`src/rtl/proto_initiator.sv`:
```
// Initiator side of the valid/ready request, valid-done response protocol.
// Issues a burst of requests one at a time and tracks completions and errors.
module proto_initiator #(
    parameter int CNT_W   = 8,
    parameter int TIMEOUT = 16
) (
    input  logic             clk,
    input  logic             reset,
    input  logic             start,
    input  logic [CNT_W-1:0] num_txn,
    input  logic             req_ready,
    output logic             req_valid,
    input  logic             rsp_valid,
    output logic             busy,
    output logic             done,
    output logic             timeout_err,
    output logic             spurious_err,
    output logic [CNT_W-1:0] txn_count
);

    localparam int TMR_W = $clog2(TIMEOUT) + 1;
    localparam logic [TMR_W-1:0] TMR_LAST = TMR_W'(TIMEOUT - 1);

    typedef enum logic [2:0] {
        IDLE,
        ISSUE,
        WAIT_RSP,
        FINISH,
        ERROR
    } state_t;

    state_t           state;
    state_t           state_nxt;
    logic [CNT_W-1:0] remaining;
    logic [TMR_W-1:0] timer;

    // Handshake and response are tested before timer expiry so they win in the expiry cycle.
    always_comb begin
        state_nxt = state;
        case (state)
            IDLE: begin
                if (start) begin
                    state_nxt = (num_txn != '0) ? ISSUE : FINISH;
                end
            end
            ISSUE: begin
                if (req_ready) begin
                    state_nxt = WAIT_RSP;
                end else if (timer == TMR_LAST) begin
                    state_nxt = ERROR;
                end
            end
            WAIT_RSP: begin
                if (rsp_valid) begin
                    state_nxt = (remaining == CNT_W'(1)) ? FINISH : ISSUE;
                end else if (timer == TMR_LAST) begin
                    state_nxt = ERROR;
                end
            end
            FINISH:  state_nxt = IDLE;
            ERROR:   state_nxt = IDLE;
            default: state_nxt = IDLE;
        endcase
    end

    always_ff @(posedge clk or negedge reset) begin
        if (!reset) begin
            state        <= IDLE;
            req_valid    <= 1'b0;
            busy         <= 1'b0;
            done         <= 1'b0;
            timeout_err  <= 1'b0;
            spurious_err <= 1'b0;
            txn_count    <= '0;
            remaining    <= '0;
            timer        <= '0;
        end else begin
            state     <= state_nxt;
            // Outputs are decoded from the next state so they are registered alongside it.
            req_valid <= (state_nxt == ISSUE);
            busy      <= (state_nxt == ISSUE) || (state_nxt == WAIT_RSP);
            done      <= (state_nxt == FINISH);

            if ((state_nxt == state) && ((state == ISSUE) || (state == WAIT_RSP))) begin
                timer <= timer + TMR_W'(1);
            end else begin
                timer <= '0;
            end

            if ((state == IDLE) && start) begin
                remaining    <= num_txn;
                txn_count    <= '0;
                timeout_err  <= 1'b0;
                spurious_err <= 1'b0;
            end

            if ((state == WAIT_RSP) && rsp_valid) begin
                txn_count <= txn_count + CNT_W'(1);
                remaining <= remaining - CNT_W'(1);
            end

            if (state_nxt == ERROR) begin
                timeout_err <= 1'b1;
            end

            // A stray response in the start cycle still flags, overriding the clear.
            if (rsp_valid && (state != WAIT_RSP)) begin
                spurious_err <= 1'b1;
            end
        end
    end

endmodule

```
`config.mk`:
```
export PLATFORM = sky130hd
export DESIGN_NAME = proto_initiator
export DESIGN_NICKNAME = d
export VERILOG_FILES = /design/src/rtl/proto_initiator.sv
export SDC_FILE = /design/constraint.sdc
export NUM_CORES = 1
export LEC_CHECK = 0
export ABC_AREA = 0
export BUFFER_PORTS_ARGS = -buffer_cell sky130_fd_sc_hd__buf_2
export CORE_ASPECT_RATIO = 0.75
export CORE_UTILIZATION = 59
export DETAILED_ROUTE_END_ITERATION = 8
export PLACE_DENSITY = 0.89
export RECOVER_POWER = 25
export SYNTH_ARGS = -nofsm -noshare
export SYNTH_HDL_FRONTEND = slang
export SYNTH_SLANG_ARGS = --single-unit
```
`constraint.sdc`:
```
create_clock -name clk -period 5.6 [get_ports clk]
set_input_delay 0.56 -clock clk [delete_from_list [all_inputs] [get_ports clk]]
set_output_delay 0.56 -clock clk [all_outputs]
set_load 0.05 [all_outputs]
```
# Word-level counts from Yosys, hierarchy flattened
# Index checks and enable logic that the tools add are counted.
# Widths: inputs -> output; s select.
# word_totals
in_bits	13
out_inout_bits	13
wordCells	48
ff_bits	29
# classes
eq_ne	10
reduce_logical	11
n_addsub	3
n_mux	15
# op_table
op	n
$mux 8	4
$mux 3	4
$eq 3x2->1 const B	3
$pmux 3 s3	1
$add 8x1->8 const B	1
$eq 8x1->1 const B	1
$reduce_bool 8->1	1
$sub 8x1->8 const B	1
$eq 3x1->1 const B	2
$reduce_bool 2->1	3
$add 5x1->5 const B	1
$eq 5x4->1 const B	1
$mux 5	1
$logic_and 1x1->1	4
$mux 2	2
$eq 3x3->1	1
$eq 3x3->1 const B	1
$logic_not 3->1	1
$mux 1	3
$ne 3x2->1 const B	1
$logic_or 1x1->1	2

# Longest topological paths before layout
# Gate-level depths: netlist of run 1.
# depth
ltp_word	7
depth_mapped	7
depth_no_buf	7

# Worst setup path after synthesis of run 1
# OpenSTA, ideal clock, no wires.
# synth_timing
kind	register -> register
from	register timer[0]
to	register timer[2]
n_path_buf	0
arrival_time_ns	1.992
path_slack_ns	3.536
required_ns	5.527
stages_incl_launch_ff	8
synth_period_minus_slack_ns	2.064
setup_time_ns	0.073
path_cell_list	dfrtp_1 > ha_1 > and3_1 > ha_1 > or3_1 > a2111oi_0 > o21ai_1 > nor2_1
# synth_between
elab_chain_cells	7
elab_cells_between_ends	9
cone_classes	add/sub (1); eq/ne (2); mux (5); reduce/logical (1)
# synth_rtl
element	line	text
from (decl)	35	logic [TMR_W-1:0] timer;
from (signal assigned)	85	timer <= timer + TMR_W'(1);
$eq 5x4->1	49, 56	
$mux 3	49, 56	
$mux 3, on equally long branches	54, 47	
$pmux 3 s3	40	case (state)
$eq 3x3->1	84	if ((state_nxt == state) && ((state == ISSUE) || (state == WAIT_RSP))) begin
$logic_and 1x1->1	84	
$mux 5 (*)	84	
# Every way passes the cells marked *; elsewhere a longest branch is shown, timed or not.
# A chain may end at the register's enable or synchronous reset.

# Final worst setup path of run 1
# Ends and elaborated chain as after synthesis.

==> impl_metrics.yaml, run 1 <==
power:
  leakage_nw: 0.811
  power_uw: 788
  p_per_area_nw_per_um2: 468
  ir_drop_mv: 0.289
route:
  vias: 1270
  drtPass1Iterations: 4
  wl_um: 3300
  drtIter0Drc: 85
  wire_per_inst_um: 15.5
  drtAntennaViolNets: 0
  drt-vias-per-instance: 5.96
  route.detailed.drc: 0
placement:
  port_buffers: 25
  placed_area_um2: 1630
  dp.final_hpwl_um: 2290
  routabilityCongestion: 0.799
clock_tree:
  cts_buffers: 5
  post-cts-setup-buffers: 0
  insertion_delay_ns: 0.34
  cts_resized: 0
  root_buffer: "clkbuf_4"
  cts_buffer_depth: 2
  cts_hold_buf: 0
  tritoncts: "yes"
  cts.clk_slew.worst_paths_ns: 0.10
  cts_max_level: 2
  clock_sinks: 29
logic_synthesis:
  synth_area_leader_cell: "dfrtp_1"
  synthTopCellsByCount: "dfrtp_1, nor2_1, nand2_1"
  yosys_register_bits: 29
  synth_area_leaders: "dfrtp_1, nor2_1, o21ai_0"
  yosysMostFrequentCell: "dfrtp_1"
  ys_types: 45
  syn_avg_cell_area_um2: 9.78
  synth_cells: 155
  synth_area_um2: 1520
  async_flop_share_pct: 100
  ys.flop_type: "dfrtp_1"
  seq_area_frac_synth_pct: 47.9
  syn-num-nets: 173
  synth_edf_count: 0
  synth_top_area_share_pct: 47.9
  synth-warning-count: 0
hold_path:
  min_from: "num_txn[6]"
  hp-class: "primary input to flop"
  hold_end: "remaining[6]$_DFFE_PN0P_"
  whs_path_depth: 3
floorplan:
  io_pins: 26
  die_h_um: 45.9
  core_um2: 2360
  rows: 15
  die_x_um: 60.5
  start_util_pct: 64.1
  dieArea_um2: 2780
setup_path:
  cp-start-kind: "flop"
  cp_cell_sequence: "ha_1 > and3_1 > ha_1 > or3_1 > a2111oi_0 > o21ai_1 > nor2_1"
  regToRegSetupSlack_ns: 3.34
  worstPathMaxFanout: 5
  slowest_stage: "dfrtp_1"
  r2r_start: "timer[0]$_DFF_PN0_"
  arrival_ns: 2.51
  cp_common_cell: "ha_1"
  crit_type: "flop to flop"
  r2r_cells: 7
  critical-path-max-stage-delay_ns: 0.41
  reg2reg_to: "timer[2]$_DFF_PN0_"
  crit_path_end_kind: "flop"
  worst_ep_required_time_ns: 5.85
layout:
  antenna-diode-count: 0
  stdcell_area_um2: 1680
  drive_gt1_share_pct: 19.0
  nNetsFinal: 197
  syn2layout_area_growth_pct: 11.1
global_routing:
  grt.total_usage_pct: 25.9
  grt_max_degree: 30
  grt_pass1_wl_um: 5010
  antenna_found_initial: 0
  grt-ovfl-total: 0
  grt_pass1_vias: 1152
sta:
  hold_ws_ns: 0.448
  maxSlewHeadroom_pct: -4.26
  tightest_slew_ns: 1.56
  slew_violations: 30
  rsz0062_at_grt: "no"
  fmax_mhz: 443
  fin_tns_setup_ns: 0
  min_period_ns: 2.26
  finalSetupViolCount: 0
  fin_worst_skew_ns: 0.0196
  final-hold-violation-count: 0
  fin_crit_sh_pct: 40.3
status:
  outcome: "complete, but fails checks"
  violations: "max-capacitance violations, max-slew violations"
job:
  cap_violations: 1
## power by group
part	internal (mW)	switching [mW]	total (mW)
combinational	0.108	0.208	0.317
clock	0.0592	0.0705	0.130
sequential	0.268	0.0733	0.341
total	0.435	0.352	0.788
## kinds of logic (layout without fill, tap and decap cells)
kind of cell	Yosys count	in the layout	synth area share, %
fa+ha+maj	5	5	4.13
compound gates	33	33	14.0
flops	29	29	47.9
simple gates	66	66	24.4
xor+xnor	4	4	2.31
mux	3	3	1.98
buf+inv	15	39	5.20
## final cells by class
class	count	area, um2
sequential	29	726
tap	34	42.5
clock buffer	7	55.1
fill	200	681
timing repair buffer	25	124
inverter	7	26.3
multi-input combinational	111	711
## metal layers
| metal | vias up | share of wire [%] | global-route usage (%) |
|---|---|---|---|
| li1 | 600 | - | - |
| met1 | 614 | 44 | 32.4 |
| met2 | 46 | 47 | 42.4 |
| met3 | 10 | 6.1 | 5.97 |
| met4 | 0 | 2.2 | 13.2 |
| met5 | - | 0 | 0 |
## stage by stage
| stage | setup slack (ns) | util [%] | std cells |
|---|---|---|---|
| final | 3.34 | 71.2 | 213 |
| after global routing | 3.16 | 71.2 | 213 |
| after CTS | 3.33 | 71.3 | 213 |
| after detailed placement | 3.34 | 68.9 | 206 |
| after global placement | 3.46 | 68.9 | 206 |
| after floorplan | 3.54 | - | 155 |
## sequential cells by signal, indices dropped and copies added (netlist names)
name / cells
busy: 1
done: 1
remaining: 8
req_valid: 1
spurious_err: 1
state: 3
timeout_err: 1
timer: 5
txn_count: 8
## placed cells by master, fill, tap and decap left out, types with 2 or more instances in the layout
| cell type | Yosys | routed |
|---|---|---|
| dfrtp_1 | 29 | 29 |
| buf_2 | 3 | 24 |
| nor2_1 | 19 | 19 |
| nand2_1 | 14 | 14 |
| o21ai_0 | 13 | 13 |
| inv_1 | 7 | 7 |
| nand3_1 | 6 | 6 |
| ha_1 | 5 | 5 |
| clkbuf_4 | 0 | 5 |
| a21oi_1 | 4 | 4 |
| nor3_1 | 4 | 4 |
| or3_1 | 3 | 3 |
| mux2i_1 | 3 | 3 |
| o211ai_1 | 3 | 3 |
| nand2b_1 | 2 | 2 |
| or4_1 | 2 | 2 |
| nor2b_1 | 2 | 2 |
| xor2_1 | 2 | 2 |
| xnor2_1 | 2 | 2 |
| a221o_1 | 2 | 2 |
| nand4_1 | 2 | 2 |
| a31oi_1 | 2 | 2 |
| clkbuf_1 | 2 | 2 |
## worst max path at each step
stage                                  start  cells past startpoint                 end  slack (ns)
after global placement    timer[0]$_DFF_PN0_                      7  timer[4]$_DFF_PN0_        3.46
after global routing      timer[0]$_DFF_PN0_                      7  timer[2]$_DFF_PN0_        3.16
after CTS                 timer[0]$_DFF_PN0_                      7  timer[2]$_DFF_PN0_        3.33
final                     timer[0]$_DFF_PN0_                      7  timer[2]$_DFF_PN0_        3.34
after detailed placement  timer[0]$_DFF_PN0_                      7  timer[2]$_DFF_PN0_        3.34
after floorplan           timer[0]$_DFF_PN0_                      7  timer[2]$_DFF_PN0_        3.54
## worst max-delay path, delay by kind of cell (launching register included)
kind                     cells  cell delay, ns
AO/OA/AOI/OAI                2            0.60
adder cells (fa/ha/maj)      2            0.44
flip-flops                   1            0.41
AND/OR/NAND/NOR              3            0.73
Power figures use the tool's default switching activity.
==> run 2: changes to the inputs <==
CORE_UTILIZATION = 55   (was 59)
PLACE_DENSITY = 0.84   (was 0.89)
clock period = 2.35 ns   (was 5.6 ns; I/O delays follow)
==> run 2 against run 1 <==
Net effect: the run now ends clean; sequential share of layout area shrank 1.3 points; core utilization down 4.5 points; final area up 3.1%; flip-flop and latch count unchanged; routed wire length shrank 6.1%; non-clock buffer count is 5 higher; clock skew decreased by 0.013 ns; largest cell class unchanged; clock power rose by 130%; power up 140%; fmax up 2.5%; final cell count grew 3.3%.
==> impl_metrics.yaml, run 2 (synthesis results as in run 1) <==
sta:
  fin_crit_sh_pct: 93.7
  slew_violations: 0
  min_period_ns: 2.20
  fin_tns_setup_ns: 0
  tightest_slew_ns: 1.48
  final-hold-violation-count: 0
  fmax_mhz: 454
  finalSetupViolCount: 0
  fin_worst_skew_ns: 0.00700
  maxSlewHeadroom_pct: 1.51
setup_path:
  crit_type: "flop to flop"
  worstPathMaxFanout: 5
  cp_common_cell: "ha_1"
  reg2reg_to: "timer[2]$_DFF_PN0_"
  regToRegSetupSlack_ns: 0.15
  cp_cell_sequence: "ha_1 > and3_1 > ha_1 > or3_1 > a2111oi_2 > o21ai_2 > nor2_1"
  r2r_cells: 7
  arrival_ns: 2.46
  crit_path_end_kind: "flop"
  worst_ep_required_time_ns: 2.61
  r2r_start: "timer[0]$_DFF_PN0_"
  slowest_stage: "or3_1"
  cp-start-kind: "flop"
  critical-path-max-stage-delay_ns: 0.42
power:
  leakage_nw: 0.837
  p_per_area_nw_per_um2: 1090
  ir_drop_mv: 0.590
floorplan:
  die_x_um: 62.6
  core_um2: 2600
  io_pins: 26
  dieArea_um2: 2970
  start_util_pct: 58.2
  die_h_um: 47.5
  rows: 16
clock_tree:
  tritoncts: "yes"
  cts_buffer_depth: 2
  insertion_delay_ns: 0.33
  cts_max_level: 2
  clock_sinks: 29
  post-cts-setup-buffers: 0
  root_buffer: "clkbuf_4"
  cts_buffers: 5
  cts.clk_slew.worst_paths_ns: 0.08
layout:
  fillers: 224
  final_common_cell: "dfrtp_1"
  finalNonFillerCells: 220
  layout_common_cells: "dfrtp_1, buf_2, nor2_1"
  antenna-diode-count: 0
  drive_gt1_share_pct: 21.7
  nNetsFinal: 202
  syn2layout_area_growth_pct: 14.6
  reg_top3: "remaining (8), txn_count (8), timer (5)"
job:
  cap_violations: 0
placement:
  dp.final_hpwl_um: 2190
  dp_cells: 212
  routabilityCongestion: 0.836
  port_buffers: 25
global_routing:
  grt.total_usage_pct: 22.4
  grt_pass1_wl_um: 4790
  grt-ovfl-total: 0
  antenna_found_initial: 0
  grt_pass1_vias: 1069
  grt_max_degree: 30
route:
  drtPass1Iterations: 4
  drtIter0Drc: 40
  drt-vias-per-instance: 5.85
  vias: 1287
  wire_per_inst_um: 14.1
  route.detailed.drc: 0
  wl_um: 3100
  drtAntennaViolNets: 0
status:
  outcome: "finished clean"
hold_path:
  min_from: "num_txn[0]"
  hold_end: "remaining[0]$_DFFE_PN0P_"
  whs_path_depth: 2
  hp-class: "primary input to flop"
==> run 2: how the worst max path moves through the flow <==
stage                        from                 end  slack, ns  cells past startpoint
6_report       timer[0]$_DFF_PN0_  timer[2]$_DFF_PN0_       0.15                      7
5_1_grt        timer[0]$_DFF_PN0_  timer[2]$_DFF_PN0_      -0.04                      7
4_1_cts        timer[0]$_DFF_PN0_  timer[2]$_DFF_PN0_        0.1                      7
3_5_place_dp   timer[0]$_DFF_PN0_  timer[2]$_DFF_PN0_       0.10                      7
3_3_place_gp   timer[0]$_DFF_PN0_  timer[2]$_DFF_PN0_       0.21                      7
2_1_floorplan  timer[0]$_DFF_PN0_  timer[2]$_DFF_PN0_       0.29                      7
==> run 2: timing repair <==
action,4_1_cts,5_1_grt
gates resized for setup,0,3
endpoints found under the hold margin,29,0
hold buffers,1,0
endpoints found under the setup margin,0,5
==> run 2: metrics by stage <==
stage / area (um2) / hold slack [ns] / setup slack (ns) / utilization [%] / total power [mW]
6_report: 1740 / 0.149 / 0.148 / 66.7 / 1.90
5_1_grt: 1740 / 0.160 / -0.0375 / 66.7 / 2.03
4_1_cts: 1730 / 0.151 / 0.0986 / 66.4 / 1.88
3_5_place_dp: 1660 / 0.292 / 0.105 / 63.9 / 1.58
3_3_place_gp: 1660 / 0.288 / 0.209 / 63.9 / 1.54
2_1_floorplan: 1520 / -0.0606 / 0.286 / - / 1.40
==> run 2: critical path: cells and delay by family (launching register included) <==
kind / cells / cell delay, ns
AOI/OAI and AO/OA: 2 / 0.56
adders and majority gates: 2 / 0.43
DFF: 1 / 0.40
and+or+nand+nor: 3 / 0.73
==> run 2: final cells by class <==
| type | instances | area, um2 | area share [%] |
|---|---|---|---|
| sequential | 29 | 726 | 41.8 |
| tap | 36 | 45.0 | 2.59 |
| multi-input combinational | 111 | 721 | 41.5 |
| inverter | 7 | 26.3 | 1.51 |
| timing repair buffer | 30 | 164 | 9.44 |
| clock buffer | 7 | 55.1 | 3.17 |
==> run 2: layer usage <==
layer  global-route usage, %  vias up  wire length, um
met5                       0        -                0
met4                    13.5        0              113
met3                    7.62       14              215
met2                    36.3       46             1420
met1                    27.2      612             1350
li1                        -      615                -
==> run 2: power breakdown <==
group / leakage (nW) / internal (mW) / total, mW / switching [mW]
Combinational: 0.428 / 0.289 / 0.788 / 0.499
Sequential: 0.378 / 0.638 / 0.810 / 0.172
Clock: 0.0314 / 0.141 / 0.302 / 0.161
Total: 0.837 / 1.07 / 1.90 / 0.832
==> run 3: changes to the inputs <==
CELL_PAD_IN_SITES_DETAIL_PLACEMENT = 0   (was unset)
CELL_PAD_IN_SITES_GLOBAL_PLACEMENT = 2   (was unset)
CORE_UTILIZATION = 34   (was 55)
==> run 3 against run 2 <==
Net effect: flip-flop and latch count unchanged; non-clock buffer count increased by 2; the flow now finishes with violations (max-capacitance violations, max-slew violations); worst hold slack better by 0.039 ns; combinational power increased by 4.8%; final cell count rose by 10%; sequential share of layout area down 1.6 points; worst setup slack better by 0.0082 ns; die area increased by 59%.
==> impl_metrics.yaml, run 3 (synthesis results as in run 1) <==
route:
  dr.max_layer_used: "met4"
  drtIter0Drc: 82
  wl_um: 3220
  route.detailed.drc: 0
  met1_length_um: 1630
  wire_per_inst_um: 13.3
  met2WireLength_um: 1360
  vias: 1236
  dr_wl_met3_um: 150
  drtPass1Iterations: 4
  drtAntennaViolNets: 0
  drt-vias-per-instance: 5.11
sta:
  maxSlewHeadroom_pct: -2.03
  finalSetupViolCount: 0
  rsz0062_at_grt: "no"
  fin_crit_sh_pct: 93.3
  fin_tns_setup_ns: 0
  final-hold-violation-count: 0
  fmax_mhz: 456
  tightest_slew_ns: 1.53
  min_period_ns: 2.19
  fin_worst_skew_ns: 0.00426
  slew_violations: 30
  finalWorstSetupSlack_ns: 0.157
setup_path:
  cp_common_cell: "ha_1"
  crit_path_start: "timer[0]$_DFF_PN0_"
  cp-start-kind: "flop"
  arrival_ns: 2.41
  cp_cell_sequence: "ha_1 > and3_1 > ha_1 > or3_1 > a2111oi_2 > o21ai_2 > nor2_1"
  crit_type: "flop to flop"
  endpoint: "timer[2]$_DFF_PN0_"
  regToRegSetupSlack_ns: 0.16
  worst_ep_required_time_ns: 2.57
  slowest_stage: "or3_1"
  r2r_cells: 7
  worstPathMaxFanout: 5
  critical-path-max-stage-delay_ns: 0.42
  reg2reg_to: "timer[2]$_DFF_PN0_"
  crit_path_end_kind: "flop"
  r2r_start: "timer[0]$_DFF_PN0_"
global_routing:
  grt-ovfl-total: 0
  grt_max_degree: 30
  antenna_found_initial: 0
  grt_pass1_wl_um: 5700
  grt_pass1_vias: 1235
  grt.total_usage_pct: 16.3
layout:
  finalNonFillerCells: 242
  fillers: 418
  reg_top3: "remaining (8), txn_count (8), timer (5)"
  nNetsFinal: 204
  final_common_cell: "dfrtp_1"
  antenna-diode-count: 0
  drive_gt1_share_pct: 23.5
  syn2layout_area_growth_pct: 19.2
  layout_common_cells: "dfrtp_1, buf_2, nor2_1"
floorplan:
  io_pins: 26
  rows: 20
  die_x_um: 79.1
  start_util_pct: 36.5
  die_h_um: 59.8
  core_um2: 4150
  dieArea_um2: 4730
clock_tree:
  post-cts-setup-buffers: 0
  clock_sinks: 29
  root_buffer: "clkbuf_8"
  cts_buffer_depth: 2
  tritoncts: "yes"
  cts.clk_slew.worst_paths_ns: 0.07
  cts_buffers: 5
  cts_max_level: 2
  insertion_delay_ns: 0.28
power:
  power_mw: 2.01
  p_per_area_nw_per_um2: 1110
  leakage_nw: 0.859
  ir_drop_mv: 0.546
hold_path:
  hp-class: "primary input to flop"
placement:
  place_ws_ns: 0.00730
  dp.final_hpwl_um: 2370
  dp_cells: 233
  port_buffers: 25
  routabilityCongestion: 0.737
status:
  outcome: "complete, but fails checks"
  violations: "max-capacitance violations, max-slew violations"
job:
  cap_violations: 1
run 3: cell count changes in the layout (fill, tap and decap cells not counted), sizes merged:
cell | before | now
buf | 28 | 30
clkbuf | 8 | 6
clkinv | 0 | 2
clkinvlp | 0 | 1
run 3: worst max-delay path: cells and delay by family (launching register included):
kind	cells	cell delay (ns)
simple gates	3	0.73
compound gates	2	0.56
fa+ha+maj	2	0.43
flops	1	0.40
run 3: metrics by stage:
stage / area (um2) / hold slack [ns] / util, %
floorplan: 1520 / -0.0606 / -
global placement: 1700 / 0.307 / 41.0
detailed placement: 1700 / 0.305 / 41.0
CTS: 1800 / 0.182 / 43.3
global route: 1810 / 0.190 / 43.5
finish: 1810 / 0.188 / 43.5
run 3: metal layers:
metal  vias to the layer above  track usage (%)
met4                         0             8.05
li1                        618                -
met3                         7             4.89
met5                         -                0
met1                       586             21.7
met2                        25             24.1
run 3: how the worst min path moves through the flow:
stage / cells after the start / slack [ns] / endpoint / from
after floorplan: 0 / -0.06 / busy$_DFF_PN0_ / reset
after global placement: 1 / 0.31 / spurious_err$_DFFE_PN0P_ / reset
after detailed placement: 1 / 0.30 / done$_DFF_PN0_ / reset
after CTS: 3 / 0.18 / remaining[3]$_DFFE_PN0P_ / num_txn[3]
after global routing: 2 / 0.19 / remaining[0]$_DFFE_PN0P_ / num_txn[0]
final: 3 / 0.19 / remaining[3]$_DFFE_PN0P_ / num_txn[3]
run 3: area by class of cell:
cell class | instances | area, um2 | area share [%]
clock inverter | 3 | 17.5 | 0.970
multi-input combinational | 111 | 721 | 39.9
clock buffer | 5 | 68.8 | 3.81
tap | 55 | 68.8 | 3.81
inverter | 7 | 26.3 | 1.45
sequential | 29 | 726 | 40.2
timing repair buffer | 32 | 179 | 9.90
run 3: what timing repair did:
item                       in CTS  in global routing
setup endpoints to repair       1                  5
hold buffers                    1                  0
resized for setup               1                  2
hold endpoints to repair       29                  0
run 3: where the power goes:
part	total [mW]	switching (mW)	leakage (nW)	internal, mW
clock network	0.399	0.195	0.0439	0.204
registers	0.785	0.145	0.378	0.640
logic	0.826	0.517	0.437	0.308
